--- src/rtl/keypad_scan_ctrl.sv ---
`default_nettype none
// ============================================================================
// keypad_scan_ctrl : 4x4 matrix keypad scanner with whole-matrix debounce and
//                    valid/ack press events. Optional auto-repeat: KEYPAD_REPEAT_EN
// Revision: 1.0
// ============================================================================
module keypad_scan_ctrl #(
   parameter int SCAN_CNT       = 100000,
   parameter int DEBOUNCE_SCANS = 20,
   parameter int REPEAT_DELAY   = 500,
   parameter int REPEAT_PERIOD  = 100
) (
   input  logic       clk,
   input  logic       rst,
   output logic [3:0] row_n,
   input  logic [3:0] col_n,
   output logic [3:0] key_code,
   output logic       key_valid,
   input  logic       key_ack,
   output logic       key_down,
   output logic       overrun
);

   localparam int               CNT_W    = $clog2(SCAN_CNT);
   localparam int               STB_W    = $clog2(DEBOUNCE_SCANS + 1);
   localparam logic [CNT_W-1:0] CNT_MAX  = CNT_W'(SCAN_CNT - 1);
   localparam logic [STB_W-1:0] STB_MAX  = STB_W'(DEBOUNCE_SCANS);
   // Key identifiers are 5 bits: bit 4 set means "no key", else {row, col}.
   localparam logic [4:0]       KEY_NONE = 5'h10;

   generate
      if (SCAN_CNT < 4 || DEBOUNCE_SCANS < 1 || REPEAT_DELAY < 1 || REPEAT_PERIOD < 1)
      begin : g_param_check
         $error("keypad_scan_ctrl: illegal parameter value");
      end
   endgenerate

   logic [3:0]       col_meta_q, col_meta_d;
   logic [3:0]       col_sync_q, col_sync_d;
   logic [CNT_W-1:0] dwell_q, dwell_d;
   logic [1:0]       row_q, row_d;
   logic [3:0]       snap_q [4];
   logic [3:0]       snap_d [4];
   logic             eval_q, eval_d;
   logic [4:0]       prev_cand_q, prev_cand_d;
   logic [STB_W-1:0] stable_q, stable_d;
   logic [4:0]       accepted_q, accepted_d;
   logic [3:0]       key_code_q, key_code_d;
   logic             key_valid_q, key_valid_d;
   logic             key_down_q, key_down_d;
   logic             overrun_q, overrun_d;

   logic [4:0]       cand;
   logic             accept_now;
   logic             press_evt;
   logic             new_evt;
   logic [3:0]       evt_code;
   logic             drop;

`ifdef KEYPAD_REPEAT_EN
   localparam int REP_MAX = (REPEAT_DELAY > REPEAT_PERIOD) ? REPEAT_DELAY : REPEAT_PERIOD;
   localparam int REP_W   = $clog2(REP_MAX + 1);

   logic [REP_W-1:0] rep_cnt_q, rep_cnt_d;
   logic             rep_armed_q, rep_armed_d;
   logic [REP_W-1:0] rep_next;
   logic             rep_evt;
`endif

   // Lowest code wins: scan descending so the last hit is the lowest one.
   always_comb begin
      cand = KEY_NONE;
      for (int r = 3; r >= 0; r--) begin
         for (int c = 3; c >= 0; c--) begin
            if (!snap_q[r][c]) begin
               cand = {1'b0, 2'(r), 2'(c)};
            end
         end
      end
   end

   always_comb begin
      col_meta_d  = col_n;
      col_sync_d  = col_meta_q;
      dwell_d     = dwell_q + CNT_W'(1);
      row_d       = row_q;
      snap_d      = snap_q;
      eval_d      = 1'b0;
      prev_cand_d = prev_cand_q;
      stable_d    = stable_q;
      accepted_d  = accepted_q;
      key_down_d  = key_down_q;
      key_code_d  = key_code_q;
      key_valid_d = key_valid_q;
      overrun_d   = overrun_q;
      accept_now  = 1'b0;
      drop        = 1'b0;

      if (dwell_q == CNT_MAX) begin
         dwell_d       = '0;
         snap_d[row_q] = col_sync_q;
         row_d         = row_q + 2'd1;
         eval_d        = (row_q == 2'd3);
      end

      if (eval_q) begin
         if (cand == prev_cand_q) begin
            if (stable_q != STB_MAX) begin
               stable_d = stable_q + STB_W'(1);
            end
         end else begin
            stable_d    = STB_W'(1);
            prev_cand_d = cand;
         end
         if (stable_d == STB_MAX && cand != accepted_q) begin
            accept_now = 1'b1;
            accepted_d = cand;
            key_down_d = !cand[4];
         end
      end

      press_evt = accept_now && !cand[4];

`ifdef KEYPAD_REPEAT_EN
      rep_cnt_d   = rep_cnt_q;
      rep_armed_d = rep_armed_q;
      rep_next    = rep_cnt_q + REP_W'(1);
      rep_evt     = 1'b0;
      if (eval_q) begin
         if (accept_now) begin
            rep_cnt_d   = '0;
            rep_armed_d = 1'b0;
         end else if (!accepted_q[4] && cand == accepted_q) begin
            // First repeat after REPEAT_DELAY scans, then every REPEAT_PERIOD.
            if ((!rep_armed_q && rep_next == REP_W'(REPEAT_DELAY)) ||
                ( rep_armed_q && rep_next == REP_W'(REPEAT_PERIOD))) begin
               rep_evt     = 1'b1;
               rep_cnt_d   = '0;
               rep_armed_d = 1'b1;
            end else begin
               rep_cnt_d = rep_next;
            end
         end
      end
      new_evt  = press_evt || rep_evt;
      evt_code = rep_evt ? accepted_q[3:0] : cand[3:0];
`else
      new_evt  = press_evt;
      evt_code = cand[3:0];
`endif

      if (new_evt) begin
         if (key_valid_q && !key_ack) begin
            drop = 1'b1;
         end else begin
            key_valid_d = 1'b1;
            key_code_d  = evt_code;
         end
      end else if (key_ack) begin
         key_valid_d = 1'b0;
      end

      if (drop) begin
         overrun_d = 1'b1;
      end else if (key_ack) begin
         overrun_d = 1'b0;
      end
   end

   always_ff @(posedge clk or posedge rst) begin
      if (rst) begin
         col_meta_q  <= 4'hF;
         col_sync_q  <= 4'hF;
         dwell_q     <= '0;
         row_q       <= 2'd0;
         for (int r = 0; r < 4; r++) begin
            snap_q[r] <= 4'hF;   // all columns released
         end
         eval_q      <= 1'b0;
         prev_cand_q <= KEY_NONE;
         stable_q    <= '0;
         accepted_q  <= KEY_NONE;
         key_code_q  <= 4'd0;
         key_valid_q <= 1'b0;
         key_down_q  <= 1'b0;
         overrun_q   <= 1'b0;
`ifdef KEYPAD_REPEAT_EN
         rep_cnt_q   <= '0;
         rep_armed_q <= 1'b0;
`endif
      end else begin
         col_meta_q  <= col_meta_d;
         col_sync_q  <= col_sync_d;
         dwell_q     <= dwell_d;
         row_q       <= row_d;
         snap_q      <= snap_d;
         eval_q      <= eval_d;
         prev_cand_q <= prev_cand_d;
         stable_q    <= stable_d;
         accepted_q  <= accepted_d;
         key_code_q  <= key_code_d;
         key_valid_q <= key_valid_d;
         key_down_q  <= key_down_d;
         overrun_q   <= overrun_d;
`ifdef KEYPAD_REPEAT_EN
         rep_cnt_q   <= rep_cnt_d;
         rep_armed_q <= rep_armed_d;
`endif
      end
   end

   assign row_n     = ~(4'b0001 << row_q);
   assign key_code  = key_code_q;
   assign key_valid = key_valid_q;
   assign key_down  = key_down_q;
   assign overrun   = overrun_q;

endmodule
`default_nettype wire

--- config.mk ---
export PLATFORM = sky130hd
export DESIGN_NAME = keypad_scan_ctrl
export DESIGN_NICKNAME = d
export VERILOG_FILES = /design/src/rtl/keypad_scan_ctrl.sv
export SDC_FILE = /design/constraint.sdc
export NUM_CORES = 1
export LEC_CHECK = 0
export BUFFER_PORTS_ARGS = -buffer_cell sky130_fd_sc_hd__buf_4
export CAP_MARGIN = 30
export CORE_ASPECT_RATIO = 1.1
export CORE_MARGIN = 2
export CORE_UTILIZATION = 45
export CTS_CLUSTER_DIAMETER = 30
export DETAILED_ROUTE_END_ITERATION = 8
export PLACE_DENSITY = 0.74
export SETUP_SLACK_MARGIN = 0.3
export SYNTH_ARGS = -nofsm -noshare
export SYNTH_HDL_FRONTEND = slang
export SYNTH_SLANG_ARGS = --single-unit
--- constraint.sdc ---
create_clock -name clk -period 2.9 [get_ports clk]
set_input_delay 0.145 -clock clk [delete_from_list [all_inputs] [get_ports clk]]
set_output_delay 0.145 -clock clk [all_outputs]
set_load 0.02 [all_outputs]
Word level (Yosys, flattened, before mapping)

Index checks and enable logic that the tools add are counted.

Add/sub/neg operators: 3
Multiply operators: 0
Divide/modulo/power cells: 0
$lt $le $gt $ge: 2
Equal/unequal tests: 7
Shifts and indexed selects: 1
Multiplexer cells: 32
Bitwise operators: 4
Reductions and logical operators: 12

Operators by type and width:

| cell                                                       | number |
|---|---|
| 2-to-1 mux 5 bit                                           | 19 |
| adder 17 x 1 -> 17 bit, second input constant              | 1 |
| equality test 17 bit, second input constant                | 1 |
| 2-to-1 mux 17 bit                                          | 1 |
| bitwise mux 16 bit                                         | 1 |
| 2-to-1 mux 1 bit                                           | 9 |
| demux 4 bit (select 2 bit)                                 | 1 |
| AND reduction 2 bit                                        | 4 |
| adder 5 x 1 -> 5 bit, second input constant                | 1 |
| equality test 5 bit                                        | 1 |
| equality test 5 bit, second input constant                 | 1 |
| != test 5 bit                                              | 1 |
| != test 5 bit, second input constant                       | 1 |
| logical AND 1 bit                                          | 4 |
| 2-to-1 mux 4 bit                                           | 1 |
| NOT 4 bit                                                  | 1 |
| nonzero test 2 bit                                         | 2 |
| << shifter 1 x 2 -> 4 bit, first input constant            | 1 |
| greater-or-equal comparator 3 bit, second input constant   | 1 |
| less-than comparator 3 x 1 -> 1 bit, second input constant | 1 |
| NOT 2 -> 3 bit                                             | 1 |
| adder 2 x 1 -> 2 bit, second input constant                | 1 |
| equality test 2 bit, second input constant                 | 1 |
| logical NOT 1 bit                                          | 2 |
| 2 further kinds                                            | 3 |

Bits in registers: 66
Bits in latches: 0
Bits in writable memories: 0
ROM bits: 0
Output and inout bits: 11
Word-level logic and storage cells: 77
Memories kept: 0

Longest topological paths before layout

Gate-level depths: netlist of run 1.

Depth in word-level cells: 26
Gate-level depth with buffers: 10

Worst setup path before layout of run 1

OpenSTA, ideal clock, no wires.

Path kind: register to register
From: register snap_q[12] in the netlist's numbering
To: register accepted_q[1]
Setup time: 125 ps
Arrival: 2755 ps
Slack: 20 ps
Cell stages (with the launch flop): 11
Clock period less this slack: 2880 ps
Cell sequence: dfstp_2 > nand4_2 > or4_1 > buf_2 > or3_1 > a221oi_2 > and2_1 > buf_6 > o211a_1 > buf_6 > mux2_4

Word-level cells in the longest chain between the ends: 7
Elaborated cells between the ends (all ways): 8

Ends and longest elaborated chain:

| item                                 | RTL line | RTL |
|---|---|---|
| start: declaration                   | 42       | `logic [3:0] snap_q [4];` |
| start signal: assignment             | 196      | `snap_q <= snap_d;` |
| 2-to-1 mux 5 bit *                   | 75       | `if (!snap_q[r][c]) begin` |
| equality test 5 bit                  | 107      | `if (cand == prev_cand_q) begin` |
| 2-to-1 mux 5 bit                     | 107      |  |
| 2-to-1 mux 5 bit                     | 106      | `if (eval_q) begin` |
| equality test 5 bit                  | 115      | `if (stable_d == STB_MAX && cand != accepted_q) begin` |
| logical AND 1 bit                    | 115      |  |
| AND reduction 2 bit (no source line) | n/a      |  |
| end signal: assignment               | 200      | `accepted_q <= accepted_d;` |
| end: declaration                     | 47       | `logic [4:0] accepted_q, accepted_d;` |

Mark *: on every way between the ends. The rest lies on a longest branch, timed or not. The select of a mux whose other input is x is not followed.
A chain may end at the register's enable or synchronous reset.

Final worst setup path of run 1

From: register snap_q[15] in the netlist's numbering
To: register prev_cand_q[3]

Word-level cells in the longest chain between the ends: 7

Ends and longest elaborated chain:

| item                                 | RTL line | RTL |
|---|---|---|
| 2-to-1 mux 5 bit * (4 in a row)      | 75       |  |
| equality test 5 bit                  | 107      |  |
| NOT 1 bit (no source line)           | n/a      |  |
| AND reduction 2 bit (no source line) | n/a      |  |
| end signal: assignment               | 198      | `prev_cand_q <= prev_cand_d;` |
| end: declaration                     | 45       | `logic [4:0] prev_cand_q, prev_cand_d;` |

Mark *: on every way between the ends. The rest lies on a longest branch, timed or not.

==> flow_metrics.py, run 1 <==
metrics = {
    "synth": {
        "synth_top_area_cell": "dfrtp_1",
        "synth-seq-area-share_pct": 52.29,
        "netlist_area_um2": 3221,
        "avgSynthCellArea_um2": 11.38,
        "synth_area_leaders": "dfrtp_1, dfstp_2, mux2_2",
        "synth_edf_count": 0,
        "ys.flop_type": "dfrtp_1",
        "yosysTopAreaCellShare_pct": 31.08,
        "synth_common_cells": "dfrtp_1, nand2_1, dfstp_2",
        "synth_nets": 297,
        "yosysWarningCount": 0,
        "yosysMostFrequentCell": "dfrtp_1",
        "synthDistinctLibCells": 52,
        "synthArstFlopShare_pct": 100.0,
        "syn-instance-count": 283,
        "synth_seq_cells": 66,
    },
    "critical_path": {
        "critPathLaunchType": "flip-flop",
        "crit_arrival_ps": 3020,
        "critical_path_class": "reg2reg",
        "cp.required_ps": 3130,
        "cp_max_fo": 4,
        "crit_path_end_kind": "flip-flop",
    },
    "drt": {
        "wl_per_cell_um": 14.62,
        "drt-vias-per-instance": 5.351,
        "first_iter_violations": 99,
        "wl_um": 6447,
        "drtAntennaViolNets": 0,
        "vias": 2360,
        "drtPass1Iterations": 4,
        "drc": 0,
    },
    "timing": {
        "drv_slew": 0,
        "clock_skew_ps": 8.594,
        "slew_headroom_pct": 64.67,
        "rsz0062_at_grt": "yes",
        "setup_tns_ps": 0,
        "hold_viol": 0,
        "period_share_pct": 96.13,
        "worst_slew_pin_slew_ps": 529.1,
        "setup_viol": 0,
        "period_minus_slack_ps": 2788,
        "timing.fmax_mhz": 358.7,
    },
    "floorplan": {
        "initial_core_util_pct": 46.23,
        "die_x_um": 84.66,
        "dieArea_um2": 7850,
        "ios": 18,
        "die_h_um": 92.73,
        "placementRows": 32,
        "core_area_um2": 6967,
    },
    "clock_network": {
        "cts_root_buf": "clkbuf_8",
        "clkTransAtPathRegs_ps": 70,
        "clock-sinks": 66,
        "ctsLongestPathBuffers": 2,
        "numCtsBuffers": 9,
        "clock_latency_ps": 350,
        "htreeDepth": 3,
        "cts_tree": "done",
    },
    "pwr": {
        "ir_drop_mv": 0.2979,
        "p_per_area_nw_per_um2": 425.0,
        "p_leak_nw": 1.943,
    },
    "layout": {
        "synthToLayoutAreaGrowth_pct": 28.36,
        "fin_util_pct": 59.34,
        "drive_above_1_share_pct": 42.70,
        "design_area_um2": 4134,
        "final-seq-area_um2": 1684,
        "fillCellCount": 565,
        "multiInputGateArea_um2": 1540,
        "antennaDiodeCount": 0,
        "nets": 365,
    },
    "job": {
        "maxCapViolCount": 0,
    },
    "run_status": {
        "status": "finished clean",
    },
    "place": {
        "io_buffers": 17,
        "place_congestion": 0.8834,
        "dp_hpwl_um": 4261,
        "placed_area_um2": 3516,
    },
    "global_routing": {
        "track_usage_pct": 17.86,
        "antenna_found_initial": 0,
        "grt_start_max_net_pins": 27,
        "grt_pass1_wl_um": 11140,
        "globalRoute.totalOverflow": 0,
        "grt_pass1_vias": 2492,
    },
    "worst_hold_path": {
        "hold_path_class": "in2reg",
    },
}
[layout make-up]
cell class	instances	share of cell area [%]
clock buffer	12	3.753
clock inverter	4	1.211
inverter	20	1.816
multi-input combinational	190	37.26
sequential	66	40.74
tap	85	2.573
timing repair buffer	64	12.65
[final timing paths]
check	endpoint	slack, ps	depth (start not counted)	start
max	prev_cand_q[3]$_DFFE_PP0P_	110	8	snap_q[15]$_DFFE_PP1P_
min	overrun$_DFFE_PP0P_	110	3	key_ack
max reg2reg	prev_cand_q[3]$_DFFE_PP0P_	110	8	snap_q[15]$_DFFE_PP1P_
min reg2reg	col_sync_q[0]$_DFF_PP1_	360	0	col_meta_q[0]$_DFF_PP1_
max in group asynchronous	col_meta_q[3]$_DFF_PP1_	1780	4	rst
min in group asynchronous	dwell_q[13]$_DFF_PP0_	390	3	rst
[worst max-delay path, stage by stage (launching register included)]
cell and delay [ps]:
dfstp_2 550, nand4_4 110, or4_4 560, or3_4 410
a221oi_4 310, and2_4 200, buf_6 110, nand2b_4 130
mux2_4 290
[sequential cells by signal (all words and copies together), names as in the netlist]
register and cells:
dwell_q 17, snap_q 16, accepted_q 5, prev_cand_q 5, stable_q 5, col_meta_q 4
col_sync_q 4, key_code 4, row_q 2, eval_q 1, key_down 1, key_valid 1
overrun 1
[power breakdown]
group	total (mW)	switching, mW	internal [mW]
Sequential	0.936	0.00393	0.932
Combinational	0.0309	0.0193	0.0116
Clock	0.790	0.348	0.442
[timing repair]
| item | 4_1_cts | 5_1_grt |
|---|---|---|
| endpoints found under the setup margin | 32 | 26 |
| pin swaps | 6 | 11 |
| setup buffers | 23 | 5 |
| hold endpoints to repair | 21 | 0 |
| hold buffers | 5 | 0 |
| gates resized for setup | 22 | 13 |
[cells by family after synthesis]
family / share of synthesized area, %
and+or+nand+nor: 16.39
DFF: 52.29
AOI/OAI and AO/OA: 9.246
muxes: 10.49
buffers and inverters: 3.691
xor gates and xnor gates: 5.167
adders and majority gates: 2.719
[through the flow]
stage	total power, mW	setup slack (ps)	std cells	hold slack, ps
finish	1.757	112.4	441	108.8
global route	1.815	4.310	441	131.9
CTS	1.781	231.7	436	93.15
detailed placement	0.9799	21.49	392	232.2
global placement	0.9796	85.10	392	227.1
floorplan	0.9637	25.17	283	149.5
[per-layer routing]
metal / wire length [um] / global-route usage [%] / vias to the layer above
met5: 0 / 0 / -
met4: 184 / 8.995 / 0
met3: 215 / 3.387 / 16
met2: 3286 / 31.04 / 44
met1: 2760 / 20.98 / 1152
li1: - / - / 1148
[cells in the final DEF, fill, tap and decap left out, types with 11 or more instances in the layout]
master	n
nand2_1	23
dfstp_2	26
clkbuf_8	11
xor2_1	11
mux2_2	18
inv_1	18
buf_4	51
dfrtp_1	40
nand3_1	14
nor2_1	12
Note: power is estimated with default switching activity, not from simulation.
==> run 2: changes to the inputs <==
--- a/config.mk
+++ b/config.mk
@@ -12,7 +12,7 @@
 export CORE_UTILIZATION = 45
 export CTS_CLUSTER_DIAMETER = 30
 export DETAILED_ROUTE_END_ITERATION = 8
-export PLACE_DENSITY = 0.74
+export PLACE_DENSITY = 0.66
 export SETUP_SLACK_MARGIN = 0.3
 export SYNTH_ARGS = -nofsm -noshare
 export SYNTH_HDL_FRONTEND = slang
==> flow_metrics.py, run 2 (synthesis results as in run 1) <==
metrics = {
    "layout": {
        "synthToLayoutAreaGrowth_pct": 23.97,
        "largest_reg_flops": 17,
        "regMostFlops": "dwell_q",
        "top_regs": "dwell_q (17), snap_q (16)",
        "antennaDiodeCount": 0,
        "final_cell_mix": "buf_4, dfrtp_1, nand2_1, dfstp_2, inv_1",
        "drive_above_1_share_pct": 38.42,
        "finalNonFillerCells": 426,
        "nets": 350,
        "layout_commonest_cell": "buf_4",
    },
    "timing": {
        "rsz0062_at_grt": "yes",
        "drv_slew": 0,
        "clock_skew_ps": 8.090,
        "hold_viol": 0,
        "timing.fmax_mhz": 371.7,
        "setup_tns_ps": 0,
        "whs_ps": 44.50,
        "period_minus_slack_ps": 2690,
        "period_share_pct": 92.77,
        "worst_slew_pin_slew_ps": 819.1,
        "slew_headroom_pct": 45.40,
        "setup_viol": 0,
    },
    "global_routing": {
        "antenna_found_initial": 0,
        "globalRoute.totalOverflow": 0,
        "grt_pass1_wl_um": 10250,
        "track_usage_pct": 16.47,
        "grt_start_max_net_pins": 67,
        "grt_pass1_vias": 2233,
    },
    "drt": {
        "drtPass1Iterations": 4,
        "wl_per_cell_um": 14.26,
        "wl_um": 6076,
        "drt-vias-per-instance": 5.331,
        "vias": 2271,
        "drc": 0,
        "drtAntennaViolNets": 0,
        "first_iter_violations": 109,
    },
    "place": {
        "dp_hpwl_um": 4177,
        "io_buffers": 17,
        "dp_cells": 392,
        "place_congestion": 0.7742,
    },
    "critical_path": {
        "critical_path_class": "reg2reg",
        "cp_max_fo": 3,
        "crit_start": "snap_q[1]$_DFFE_PP1P_",
        "cp.required_ps": 3120,
        "critPathLaunchType": "flip-flop",
        "r2r_cells": 8,
        "crit_buf_inv": 1,
        "r2r-end": "prev_cand_q[3]$_DFFE_PP0P_",
        "crit_path_end_kind": "flip-flop",
        "cp_top_family": "simple AND/OR/NAND/NOR gates",
        "ff2ff_setup_slack_ps": 210,
        "reg2reg_from": "snap_q[1]$_DFFE_PP1P_",
        "crit_cells": 8,
        "crit_arrival_ps": 2910,
        "worstPathCellList": "nand4_1, or4_4, or3_1, a221oi_2, and2_4, buf_6, nand2b_4, mux2_4",
        "endpoint": "prev_cand_q[3]$_DFFE_PP0P_",
        "cpPeakStageDelay_ps": 560,
        "crit_slowest_cell": "or4_4",
    },
    "pwr": {
        "p_sw_share_pct": 21.12,
        "switchingPower_mw": 0.3910,
        "intPower_mw": 1.460,
        "power_frac_clock_pct": 47.9,
        "p_leak_nw": 1.876,
        "seq_power_share_pct": 50.5,
        "combPwrFrac_pct": 1.6,
        "p_per_area_nw_per_um2": 463.7,
        "ir_drop_mv": 0.2678,
    },
    "clock_network": {
        "ctsLongestPathBuffers": 2,
        "htreeDepth": 3,
        "clock_latency_ps": 340,
        "cts_tree": "done",
        "cts_root_buf": "clkbuf_8",
        "clkTransAtPathRegs_ps": 70,
        "clock-sinks": 66,
        "numCtsBuffers": 9,
    },
    "floorplan": {
        "placementRows": 32,
        "die_x_um": 84.66,
        "dieArea_um2": 7850,
        "die_h_um": 92.73,
        "ios": 18,
        "initial_core_util_pct": 46.23,
        "core_area_um2": 6967,
    },
    "job": {
        "maxCapViolCount": 0,
    },
    "worst_hold_path": {
        "hold_path_class": "in2async",
    },
    "run_status": {
        "status": "finished clean",
    },
}
-- run 2: cell types whose count changed in the layout (fill, tap and decap cells not counted), moves of 2 or more --
| cell | change |
|---|---|
| buf_6 | -4 |
| nand2_1 | +3 |
| clkbuf_16 | +4 |
| buf_4 | -10 |
| clkbuf_8 | -2 |
| nand2_2 | -3 |
-- run 2: metrics by stage --
stage / setup slack, ps / instance area [um^2] / power (mW) / utilization, %
floorplan: 25.17 / 3227 / 0.9637 / -
global placement: 107.8 / 3516 / 0.9786 / 50.47
detailed placement: 61.34 / 3516 / 0.9788 / 50.47
CTS: 234.7 / 3958 / 1.866 / 56.81
global route: 98.50 / 3993 / 1.912 / 57.31
finish: 209.7 / 3993 / 1.851 / 57.31
-- run 2: routing by layer --
layer	vias to the layer above	share of wire [%]	global-route usage [%]
met5	-	0	0
met4	0	1.7	6.746
met3	10	3.7	3.209
met2	39	48	27.23
met1	1100	47	21.20
li1	1122	-	-
-- run 2: worst min-delay path by stage --
stage,from,end,slack (ps)
floorplan,col_n[0],col_meta_q[0]$_DFF_PP1_,150
global placement,col_n[2],col_meta_q[2]$_DFF_PP1_,250
detailed placement,col_n[0],col_meta_q[0]$_DFF_PP1_,250
CTS,rst,key_down$_DFFE_PP0P_,70
global route,rst,key_code[1]$_DFFE_PP0P_,110
finish,rst,key_down$_DFFE_PP0P_,40
-- run 2: power by group through the flow --
stage          sequential (mW)  combinational [mW]  clock (mW)
4_1_cts                  0.936              0.0305       0.899
2_1_floorplan            0.950              0.0136           0
5_1_grt                  0.937              0.0340       0.942
3_5_place_dp             0.952              0.0264           0
3_3_place_gp             0.952              0.0262           0
6_report                 0.936              0.0292       0.886
-- run 2: area by class of cell --
cell class,count,area [um^2]
fill,619,2974
tap,85,106.4
multi-input combinational,190,1489
sequential,66,1684
clock buffer,13,224.0
clock inverter,3,21.27
inverter,20,75.07
timing repair buffer,49,392.9
-- run 2: tightest hold or removal path, stage by stage --
cell and delay, ps:
buf_4 110, inv_2 30, buf_4 630
-- run 2: repair_timing --
item	in CTS	in global routing
setup buffers	12	2
hold buffers	4	0
pin swaps	4	1
endpoints found under the hold margin	4	0
gates resized for setup	16	4
setup endpoints to repair	32	32
==> run 3: changes to the inputs <==
--- a/config.mk
+++ b/config.mk
@@ -12,7 +12,6 @@
 export CORE_UTILIZATION = 45
 export CTS_CLUSTER_DIAMETER = 30
 export DETAILED_ROUTE_END_ITERATION = 8
-export PLACE_DENSITY = 0.66
 export SETUP_SLACK_MARGIN = 0.3
 export SYNTH_ARGS = -nofsm -noshare
 export SYNTH_HDL_FRONTEND = slang
==> flow_metrics.py, run 3 (synthesis results as in run 1) <==
metrics = {
    "run_status": {
        "status": "finished clean",
    },
    "global_routing": {
        "antenna_found_initial": 0,
        "grt_pass1_wl_um": 10760,
        "grt_pass1_vias": 2284,
        "track_usage_pct": 17.61,
        "grt.met2_usage_pct": 27.43,
        "grt_use_met3_pct": 4.278,
        "globalRoute.totalOverflow": 0,
        "met1_usage_pct": 22.90,
        "grt-busiest-layer": "met2",
        "grt_start_max_net_pins": 45,
    },
    "worst_hold_path": {
        "hold_path_class": "in2async",
    },
    "clock_network": {
        "clock-sinks": 66,
        "cts_root_buf": "clkbuf_8",
        "clkTransAtPathRegs_ps": 80,
        "numCtsBuffers": 9,
        "cts_tree": "done",
        "clock_latency_ps": 340,
        "ctsLongestPathBuffers": 2,
        "htreeDepth": 3,
    },
    "timing": {
        "timing.fmax_mhz": 364.5,
        "clock_skew_ps": 11.08,
        "whs_ps": 4.322,
        "period_share_pct": 94.59,
        "period_minus_slack_ps": 2743,
        "rsz0062_at_grt": "yes",
        "setup_tns_ps": 0,
        "slew_headroom_pct": 39.69,
        "worst_slew_pin_slew_ps": 903.4,
        "setup_viol": 0,
        "drv_slew": 0,
        "hold_viol": 0,
    },
    "pwr": {
        "ir_drop_mv": 0.3220,
        "p_per_area_nw_per_um2": 433.4,
        "seq_power_share_pct": 53.5,
        "combPwrFrac_pct": 1.7,
        "switchingPower_mw": 0.3858,
        "p_leak_nw": 1.919,
        "power_frac_clock_pct": 44.8,
        "p_sw_share_pct": 22.05,
        "intPower_mw": 1.364,
    },
    "critical_path": {
        "crit_arrival_ps": 2970,
        "worstPathCellList": "nand4_1, or4_4, or3_4, a221oi_2, and2_4, buf_6, nand2b_4, mux2_4",
        "critPathLaunchType": "flip-flop",
        "cp_max_fo": 4,
        "cpPeakStageDelay_ps": 570,
        "r2r_cells": 8,
        "crit_path_end_kind": "flip-flop",
        "critical_path_class": "reg2reg",
        "crit_slowest_cell": "or4_4",
        "cp.required_ps": 3130,
    },
    "place": {
        "dp_hpwl_um": 4346,
        "dp_cells": 400,
        "place_congestion": 0.8241,
        "io_buffers": 17,
    },
    "drt": {
        "drtPass1Iterations": 4,
        "drc": 0,
        "wl_per_cell_um": 14.69,
        "vias": 2289,
        "drtAntennaViolNets": 0,
        "drt-vias-per-instance": 5.274,
        "first_iter_violations": 60,
        "wl_um": 6374,
    },
    "layout": {
        "final_cell_mix": "buf_4, dfrtp_1, dfstp_2, nand2_1",
        "finalNonFillerCells": 434,
        "largest_reg_flops": 17,
        "antennaDiodeCount": 0,
        "layout_commonest_cell": "buf_4",
        "synthToLayoutAreaGrowth_pct": 25.37,
        "regMostFlops": "dwell_q",
        "drive_above_1_share_pct": 41.83,
        "nets": 358,
        "top_regs": "dwell_q (17), snap_q (16)",
    },
    "floorplan": {
        "initial_core_util_pct": 46.23,
        "die_h_um": 92.73,
        "core_area_um2": 6967,
        "placementRows": 32,
        "die_x_um": 84.66,
        "dieArea_um2": 7850,
        "ios": 18,
    },
    "job": {
        "maxCapViolCount": 0,
    },
}
-- run 3: changes by cell type in the layout (fill, tap and decap cells not counted), moves of 2 or more --
cell / previous run / this run
inv_4: 0 / 3
clkbuf_16: 4 / 0
nand2_2: 1 / 3
nand2_1: 26 / 23
buf_4: 41 / 48
-- run 3: final timing paths --
kind	slack (ps)	to	from
setup / recovery	160	prev_cand_q[3]$_DFFE_PP0P_	snap_q[11]$_DFFE_PP1P_
hold / removal	4	dwell_q[12]$_DFF_PP0_	rst
setup reg to reg	160	prev_cand_q[3]$_DFFE_PP0P_	snap_q[11]$_DFFE_PP1P_
hold reg to reg	360	col_sync_q[1]$_DFF_PP1_	col_meta_q[1]$_DFF_PP1_
max in group asynchronous	2100	snap_q[6]$_DFFE_PP1P_	rst
min in group clk	120	overrun$_DFFE_PP0P_	key_ack
-- run 3: critical path: cells and delay by family, from the launching register on --
family	cells	cell delay, ps
AND/OR/NAND/NOR	5	1390
buffers and inverters	1	120
AO/OA/AOI/OAI	1	300
flip-flops	1	530
multiplexers	1	290
-- run 3: through the flow --
stage | power, mW | setup slack [ps] | util, % | cell area, um^2
global route | 1.825 | 103.4 | 57.96 | 4038
floorplan | 0.9637 | 25.17 | - | 3227
CTS | 1.781 | 205.1 | 56.65 | 3946
global placement | 0.9801 | 62.41 | 51.33 | 3576
detailed placement | 0.9806 | 46.52 | 51.33 | 3576
finish | 1.750 | 156.9 | 57.96 | 4038
-- run 3: cell type report --
cell class,count,area (um^2)
clock inverter,6,62.56
timing repair buffer,57,460.4
clock buffer,10,137.6
sequential,66,1684
inverter,20,75.07
fill,619,2929
multi-input combinational,190,1511
tap,85,106.4
-- run 3: repair_timing --
item,4_1_cts,5_1_grt
pin swaps,5,5
buffers inserted,7,7
hold buffers,4,0
endpoints found under the hold margin,4,0
cloned,0,0
setup endpoints to repair,33,36
resized for setup,21,8
-- run 3: routing by layer --
| metal | vias to the layer above | share of wire, % |
|---|---|---|
| met3 | 16 | 2.8 |
| met5 | - | 0 |
| met1 | 1099 | 48 |
| met4 | 0 | 2.7 |
| li1 | 1140 | - |
| met2 | 34 | 46 |
-- run 3: power by group through the flow --
| stage | registers [mW] | logic (mW) | clock network [mW] |
|---|---|---|---|
| 2_1_floorplan | 0.950 | 0.0136 | 0 |
| 3_3_place_gp | 0.952 | 0.0276 | 0 |
| 3_5_place_dp | 0.953 | 0.0279 | 0 |
| 4_1_cts | 0.936 | 0.0320 | 0.813 |
| 5_1_grt | 0.937 | 0.0353 | 0.853 |
| 6_report | 0.936 | 0.0303 | 0.784 |
